===== src/rtl/fib_pkg.sv =====
// Shared definitions for the multi-cycle sequencer and the control unit:
// FSM state encoding, fault codes and the opcodes the core executes.
package fib_pkg;

    typedef enum logic [2:0] {
        ST_IDLE   = 3'd0,
        ST_FETCH  = 3'd1,
        ST_DECODE = 3'd2,
        ST_EXEC   = 3'd3,
        ST_WB     = 3'd4,
        ST_HALT   = 3'd5,
        ST_FAULT  = 3'd6
    } seq_state_t;

    typedef enum logic [1:0] {
        FC_NONE    = 2'd0,
        FC_ILLEGAL = 2'd1,
        FC_TIMEOUT = 2'd2
    } fault_code_t;

    localparam logic [6:0] OPCODE_I_TYPE = 7'h13;
    localparam logic [6:0] OPCODE_B_TYPE = 7'h63;
    localparam logic [6:0] OPCODE_R_TYPE = 7'h33;
    localparam logic [6:0] OPCODE_J_TYPE = 7'h6F;

    // True for the opcodes this core can execute; anything else faults in DECODE.
    function automatic logic opcode_legal(input logic [6:0] op);
        return (op == OPCODE_I_TYPE) || (op == OPCODE_B_TYPE) ||
               (op == OPCODE_R_TYPE) || (op == OPCODE_J_TYPE);
    endfunction

endpackage


===== src/rtl/seq_fetch_timer.sv =====
// Fetch wait-cycle counter. Counts FETCH cycles without an acknowledge and
// flags the cycle in which the LIMIT-th consecutive unacknowledged cycle occurs.
module seq_fetch_timer #(
    parameter int TO_W  = 4,
    parameter int LIMIT = 15
) (
    input  logic clk,
    input  logic rst_n,
    input  logic i_clr,
    input  logic i_inc,
    output logic o_expired
);

    logic [TO_W-1:0] r_cnt;

    // Wait counter: clear dominates, otherwise count unacknowledged fetch cycles.
    always_ff @(posedge clk or negedge rst_n) begin
        if (!rst_n) begin
            r_cnt <= '0;
        end else if (i_clr) begin
            r_cnt <= '0;
        end else if (i_inc) begin
            r_cnt <= r_cnt + 1'b1;
        end
    end

    // Expiry is qualified by i_inc so an acknowledged cycle never reports timeout.
    assign o_expired = i_inc && (r_cnt == TO_W'(LIMIT - 1));

endmodule


===== src/rtl/cpu_sequencer.sv =====
// Multi-cycle FETCH/DECODE/EXEC/WB sequencer around the combinational control
// unit: instruction fetch handshake, IR, write-back gating, run control,
// fault detection and retired-instruction counting.
module cpu_sequencer
    import fib_pkg::*;
#(
    parameter int CNT_W    = 32,
    parameter int FETCH_TO = 15,
    parameter int TO_W     = 4
) (
    input  logic             clk,
    input  logic             rst_n,
    input  logic             start,
    input  logic             halt_req,
    input  logic             step_en,
    output logic             imem_req,
    input  logic             imem_ack,
    input  logic [31:0]      imem_rdata,
    output logic [31:0]      ir_q,
    input  logic             cu_regwrite,
    input  logic             cu_pc_write,
    output logic             rf_we,
    output logic             pc_we,
    output logic             busy,
    output logic             halted,
    output logic             fault,
    output logic [1:0]       fault_code,
    output logic [CNT_W-1:0] retired_cnt
);

    seq_state_t        r_state;
    seq_state_t        w_state_nxt;
    logic [31:0]       r_ir;
    logic [CNT_W-1:0]  r_retired;
    fault_code_t       r_fault_code;
    logic              w_fetch_wait;
    logic              w_to_clr;
    logic              w_to_expired;
    logic              w_opcode_ok;

    assign w_fetch_wait = (r_state == ST_FETCH) && !imem_ack;
    assign w_to_clr     = (w_state_nxt != ST_FETCH);
    assign w_opcode_ok  = opcode_legal(r_ir[6:0]);

    seq_fetch_timer #(
        .TO_W  (TO_W),
        .LIMIT (FETCH_TO)
    ) u_fetch_timer (
        .clk       (clk),
        .rst_n     (rst_n),
        .i_clr     (w_to_clr),
        .i_inc     (w_fetch_wait),
        .o_expired (w_to_expired)
    );

    // State register.
    always_ff @(posedge clk or negedge rst_n) begin
        if (!rst_n) begin
            r_state <= ST_IDLE;
        end else begin
            r_state <= w_state_nxt;
        end
    end

    // Next-state logic; halt is only honoured at instruction boundaries (IDLE/WB).
    always_comb begin
        w_state_nxt = r_state;
        case (r_state)
            ST_IDLE: begin
                if (halt_req)   w_state_nxt = ST_HALT;
                else if (start) w_state_nxt = ST_FETCH;
            end
            ST_FETCH: begin
                if (imem_ack)          w_state_nxt = ST_DECODE;
                else if (w_to_expired) w_state_nxt = ST_FAULT;
            end
            ST_DECODE: w_state_nxt = w_opcode_ok ? ST_EXEC : ST_FAULT;
            ST_EXEC:   w_state_nxt = ST_WB;
            ST_WB: begin
                if (halt_req)     w_state_nxt = ST_HALT;
                else if (step_en) w_state_nxt = ST_IDLE;
                else              w_state_nxt = ST_FETCH;
            end
            ST_HALT: begin
                if (start && !halt_req) w_state_nxt = ST_FETCH;
            end
            ST_FAULT: w_state_nxt = ST_FAULT;
            default:  w_state_nxt = ST_IDLE;
        endcase
    end

    // Instruction register loads only on an acknowledged fetch.
    always_ff @(posedge clk or negedge rst_n) begin
        if (!rst_n) begin
            r_ir <= '0;
        end else if ((r_state == ST_FETCH) && imem_ack) begin
            r_ir <= imem_rdata;
        end
    end

    // Retired counter advances once per WB and sticks at all-ones.
    always_ff @(posedge clk or negedge rst_n) begin
        if (!rst_n) begin
            r_retired <= '0;
        end else if ((r_state == ST_WB) && (r_retired != '1)) begin
            r_retired <= r_retired + 1'b1;
        end
    end

    // Fault cause is captured on the transition into FAULT and held until reset.
    always_ff @(posedge clk or negedge rst_n) begin
        if (!rst_n) begin
            r_fault_code <= FC_NONE;
        end else if ((r_state == ST_FETCH) && (w_state_nxt == ST_FAULT)) begin
            r_fault_code <= FC_TIMEOUT;
        end else if ((r_state == ST_DECODE) && (w_state_nxt == ST_FAULT)) begin
            r_fault_code <= FC_ILLEGAL;
        end
    end

    assign imem_req    = (r_state == ST_FETCH);
    assign rf_we       = (r_state == ST_WB) && cu_regwrite;
    assign pc_we       = (r_state == ST_WB) && cu_pc_write;
    assign busy        = (r_state == ST_FETCH) || (r_state == ST_DECODE) ||
                         (r_state == ST_EXEC)  || (r_state == ST_WB);
    assign halted      = (r_state == ST_HALT);
    assign fault       = (r_state == ST_FAULT);
    assign fault_code  = r_fault_code;
    assign ir_q        = r_ir;
    assign retired_cnt = r_retired;

endmodule


===== config.mk =====
export PLATFORM = sky130hd
export DESIGN_NAME = cpu_sequencer
export DESIGN_NICKNAME = d
export VERILOG_FILES = /design/src/rtl/fib_pkg.sv /design/src/rtl/seq_fetch_timer.sv /design/src/rtl/cpu_sequencer.sv
export SDC_FILE = /design/constraint.sdc
export NUM_CORES = 1
export LEC_CHECK = 0
export ABC_AREA = 1
export CAP_MARGIN = 20
export CORE_UTILIZATION = 44
export DETAILED_ROUTE_END_ITERATION = 8
export PLACE_DENSITY = 0.73
export RECOVER_POWER = 100
export SLEW_MARGIN = 15
export SYNTH_ARGS = -nofsm -noshare
export SYNTH_HDL_FRONTEND = slang
export SYNTH_SLANG_ARGS = --single-unit
export TNS_END_PERCENT = 20

===== constraint.sdc =====
create_clock -name clk -period 1.76 [get_ports clk]
set_clock_uncertainty 0.1 [all_clocks]
set_input_delay 0.352 -clock clk [delete_from_list [all_inputs] [get_ports clk]]
set_output_delay 0.352 -clock clk [all_outputs]
set_load 0.01 [all_outputs]

==> results_tabular.tex <==
\begin{tabular}{lr}
\hline
Metric & Value \\
\hline
\multicolumn{2}{l}{\textbf{Layout}} \\
\quad Area taken by multi-input logic gates & 1966 um2 \\
\quad FF+latch area & 1831 um2 \\
\quad Area growth from synthesis to layout & 41.37\% \\
\quad Core Util, Final & 64.38\% \\
\quad Share of post-route cells with drive strength above 1 & between 15 and 20\% \\
\quad Number of diodes added for antenna fixing & 0 \\
\quad Final non-filler cell area & between 5000 and 6000 um2 \\
\quad Layout fillers & 778 \\
\quad Final net count & 711 \\
\quad Non-filler instance count after layout & about 780 \\
\multicolumn{2}{l}{\textbf{Global route}} \\
\quad Met1 global-route usage & a little over a quarter \\
\quad Number of antenna violations at the first check in global routing & 0 \\
\quad GRT Max-Usage Layer & met2 \\
\quad Met3 Track Usage GR & 7.153\% \\
\quad Via count of the first global-routing pass & between 3000 and 4000 \\
\quad Global route total overflow & 0 \\
\quad M2 GR Usage & 39.38\% \\
\quad Pin count of the biggest net entering global routing & 74 \\
\quad Global-route wire length before repair & approximately 17000 um \\
\quad GRT Total Usage & between 20\% and 30\% \\
\multicolumn{2}{l}{\textbf{CTS}} \\
\quad TritonCTS clock tree & yes \\
\quad CTS root buffer & sky130\_fd\_sc\_hd\_\_clkbuf\_8 \\
\quad Maximum root-to-sink buffer count & 2 \\
\quad \# H-tree levels & 3 \\
\quad Clock latency reported for the late side of the worst-skew pair & 0.35 ns \\
\quad TritonCTS Sinks & 73 \\
\quad Clock input transition at the sequential cells of the worst setup and hold paths & $\sim$0.080 ns \\
\quad CTS Buf Count & 9 \\
\multicolumn{2}{l}{\textbf{Placement}} \\
\quad Routability congestion estimate from global placement & $\sim$0.89 \\
\quad Hpwl dp & about 7500 um \\
\quad Count of input and output buffers & between 100 and 150 \\
\quad Placed Area & 5386 um2 \\
\quad Post-Place Cells & between 700 and 800 \\
\multicolumn{2}{l}{\textbf{STA}} \\
\quad Pins over their slew limit & 0 \\
\quad Fin Hold WS & around 0.41 ns \\
\quad Slew margin rel. & between 30\% and 40\% \\
\quad Total negative setup slack & 0 ns \\
\quad Upper clock frequency limit & 0.5716 GHz \\
\quad Final number of hold-violating endpoints & 0 \\
\quad Least-Margin Pin Slew & 0.9140 ns \\
\quad Setup-violating endpoint count in the final report & 0 \\
\quad RSZ-0062 raised after global routing & true \\
\quad Minimum period implied by the final worst setup slack & around 1.7 ns \\
\quad Final cycle utilization of the critical path & between 90\% and 100\% \\
\multicolumn{2}{l}{\textbf{Logic synthesis}} \\
\quad Synthesized netlist cell count & 517 \\
\quad Post-synth EDFFs & 0 \\
\quad Count of different cell masters after synthesis & 24 \\
\quad Multiplexer share of the synthesized area & 8.223\% \\
\quad Flip-flop and latch count after synthesis & between 70 and 80 \\
\quad Dominant cell type by area after synthesis & sky130\_fd\_sc\_hd\_\_dfrtp\_1 \\
\quad Area fraction in compound gates after synthesis & 1.386\% \\
\quad Top cell types by occurrence after synthesis & sky130\_fd\_sc\_hd\_\_nand2\_1 (213), sky130\_fd\_sc\_hd\_\_nor2\_1 (75), sky130\_fd\_sc\_hd\_\_dfrtp\_1 (73), sky130\_fd\_sc\_hd\_\_inv\_1 (42) \\
\quad Number of synthesis warnings & 0 \\
\quad Most instantiated flip-flop cell in the synthesis netlist & sky130\_fd\_sc\_hd\_\_dfrtp\_1 \\
\quad Mapped Area & 3971 um2 \\
\quad Mapped Avg Cell Area & 7.681 um2 \\
\quad Yosys top cell area share & a little under half \\
\quad Dominant combinational cell family by area after synthesis & simple AND/OR/NAND/NOR gates \\
\quad Share of synthesized registers carrying an async set or reset & 100.0\% \\
\quad Dominant cell by count in the synthesized netlist & sky130\_fd\_sc\_hd\_\_nand2\_1 \\
\quad Adder-cell area share of the yosys netlist & less than 1\% \\
\quad Net Count, Synth & 560 \\
\quad Largest cells by area after synthesis & sky130\_fd\_sc\_hd\_\_dfrtp\_1 (46\%), sky130\_fd\_sc\_hd\_\_nand2\_1 (20\%), sky130\_fd\_sc\_hd\_\_mux2\_2 (7.9\%) \\
\quad Share of the yosys chip area belonging to registers & 46.00\% \\
\quad Synthesized-area fraction occupied by xor and xnor cells & approximately 3.5\% \\
\quad Share of synthesized cell area in and, or, nand and nor gates & 33.87\% \\
\multicolumn{2}{l}{\textbf{Pwr}} \\
\quad Pwr dens & between 1000 and 1500 nW/um2 \\
\quad Peak supply drop & 0.8399 mV \\
\quad Leakage component of the power & about 2.7 nW \\
\multicolumn{2}{l}{\textbf{Min path}} \\
\quad Class of the tightest hold or removal check & reg2reg \\
\quad Cell depth of the worst hold path & 2 \\
\multicolumn{2}{l}{\textbf{Die}} \\
\quad Horizontal die dimension & just under 100 um \\
\quad \# rows & 34 \\
\quad Initial cell density of the core & between 40\% and 50\% \\
\quad I/O pin count & about 110 \\
\quad Area of the core & 8721 um2 \\
\quad Full die area & 9410 um2 \\
\quad Chip height & 97.01 um \\
\multicolumn{2}{l}{\textbf{Setup path}} \\
\quad Startpoint class of the critical path & flop \\
\quad Cell at the slowest stage of the critical path & sky130\_fd\_sc\_hd\_\_dfrtp\_1 \\
\quad Crit path arrival time & 1.30 ns \\
\quad Most common cell on crit path & sky130\_fd\_sc\_hd\_\_inv\_2 \\
\quad Number of gates on the worst path with buffers counted & 6 \\
\quad Critical Path End Type & primary output \\
\quad Worst Path Max Fanout & 3 \\
\quad Setup CP Type & reg2out \\
\quad Critical Path, Cell by Cell & nor2\_2 -> inv\_2 -> nor2\_4 -> inv\_2 -> nor2\_1 -> buf\_2 \\
\quad Buffers plus inverters on the worst setup path & 3 \\
\quad Path depth of the worst reg2reg path & 7 \\
\quad Top Family by Delay on Critical Path & flip-flops \\
\quad Critical path data required time & 1.31 ns \\
\quad Crit-path max cell delay & 0.39 ns \\
\multicolumn{2}{l}{\textbf{Routing}} \\
\quad Iteration-0 DRC Markers & 133 \\
\quad Vias & 3842 \\
\quad Post-DRT Antenna Nets & 0 \\
\quad Routed vias/inst & 4.919 \\
\quad First-pass DRT Iterations & 4 \\
\quad Total wire length & 10480 um \\
\quad Final routed DRC violation total & 0 \\
\quad Average detailed-routed wire length per instance & around 13 um \\
\multicolumn{2}{l}{\textbf{Status}} \\
\quad Outcome & finished clean \\
\multicolumn{2}{l}{\textbf{Job}} \\
\quad MaxCap Viol Count & 0 \\
\hline
\end{tabular}
-- worst reg2reg max path, delay by kind of cell, from the launching register on --
kind	cells	cell delay [ns]
multiplexers	1	0.39
flip-flops	1	0.37
AND/OR/NAND/NOR	2	0.20
buffers and inverters	4	0.54
-- registers in the layout, summed over array words and instances, names as in the netlist --
name                 count
retired_cnt             32
ir_q                    32
r_state                  3
u_fetch_timer.r_cnt      4
fault_code               2
-- placed cells by master (no fill, tap or decap), drive strengths merged --
cell and instances:
nand2 219, nor2 80, dfrtp 73, clkdlybuf4s50 54, inv 49, buf 33
dlygate4sd2 31, mux2 29, nand3 28, clkbuf 24, clkdlybuf4s25 13, xnor2 8
xor2 8, o21ai 7, nand4 4, a21oi 4, ha 3, clkinv 2
nor3 1, bufinv 1, clkinvlp 1, dlygate4sd3 1
-- where the power goes --
part	switching [mW]	total, mW	leakage, nW	internal (mW)
logic	1.59	3.19	1.69	1.61
clock network	0.726	1.41	0.103	0.683
registers	0.306	2.46	0.928	2.16
-- cell type report --
| type | instances | share of cell area, % |
|---|---|---|
| well taps | 108 | 2.407 |
| inverters | 45 | 3.232 |
| clock buffers | 9 | 2.206 |
| repair buffers | 147 | 22.89 |
| flip-flops and latches | 73 | 32.61 |
| repair inverters | 1 | 0.1560 |
| multi-input cells | 391 | 35.01 |
| clock inverters | 7 | 1.493 |
-- stage by stage --
stage | power, mW | setup slack [ns]
global placement | 5.587 | -0.1570
floorplan | 4.028 | 0.01908
CTS | 7.132 | -0.04107
detailed placement | 5.683 | -0.1847
finish | 7.065 | 0.01048
global route | 7.521 | -0.08122
-- per-layer routing --
layer	share of wire (%)	wire, um	vias up
li1	-	-	1905
met1	41	4247	1776
met2	49	5177	141
met3	7.9	832	20
met4	2.1	223	0
met5	0	0	-
-- cells by family (layout without fill, tap and decap cells) --
family	count (synthesis)	after routing
multiplexers	29	29
XOR/XNOR	16	16
AO/OA/AOI/OAI	11	11
adder cells (fa/ha/maj)	3	3
buffers and inverters	53	209
flip-flops	73	73
AND/OR/NAND/NOR	332	332
-- repair_timing --
action	CTS	global route
endpoints found under the hold margin	73	0
setup endpoints to repair	40	56
setup buffers	3	4
gates cloned	0	2
pin swaps	1	7
resized for setup	82	34
hold buffers	1	0
-- final timing paths --
check,start,to,slack (ns)
max in group asynchronous,rst_n,retired_cnt[16]$_DFFE_PN0P_,0.27
worst max-delay path,r_state[0]$_DFF_PN0_,pc_we,0.01
worst max register to register,r_state[1]$_DFF_PN0_,ir_q[11]$_DFFE_PN0P_,0.05
worst min register to register,fault_code[0]$_DFFE_PN0P_,fault_code[0]$_DFFE_PN0P_,0.41
min in group asynchronous,rst_n,retired_cnt[5]$_DFFE_PN0P_,0.64
worst min-delay path,fault_code[0]$_DFFE_PN0P_,fault_code[0]$_DFFE_PN0P_,0.41
No activity file was read; power rests on OpenSTA's default activity.
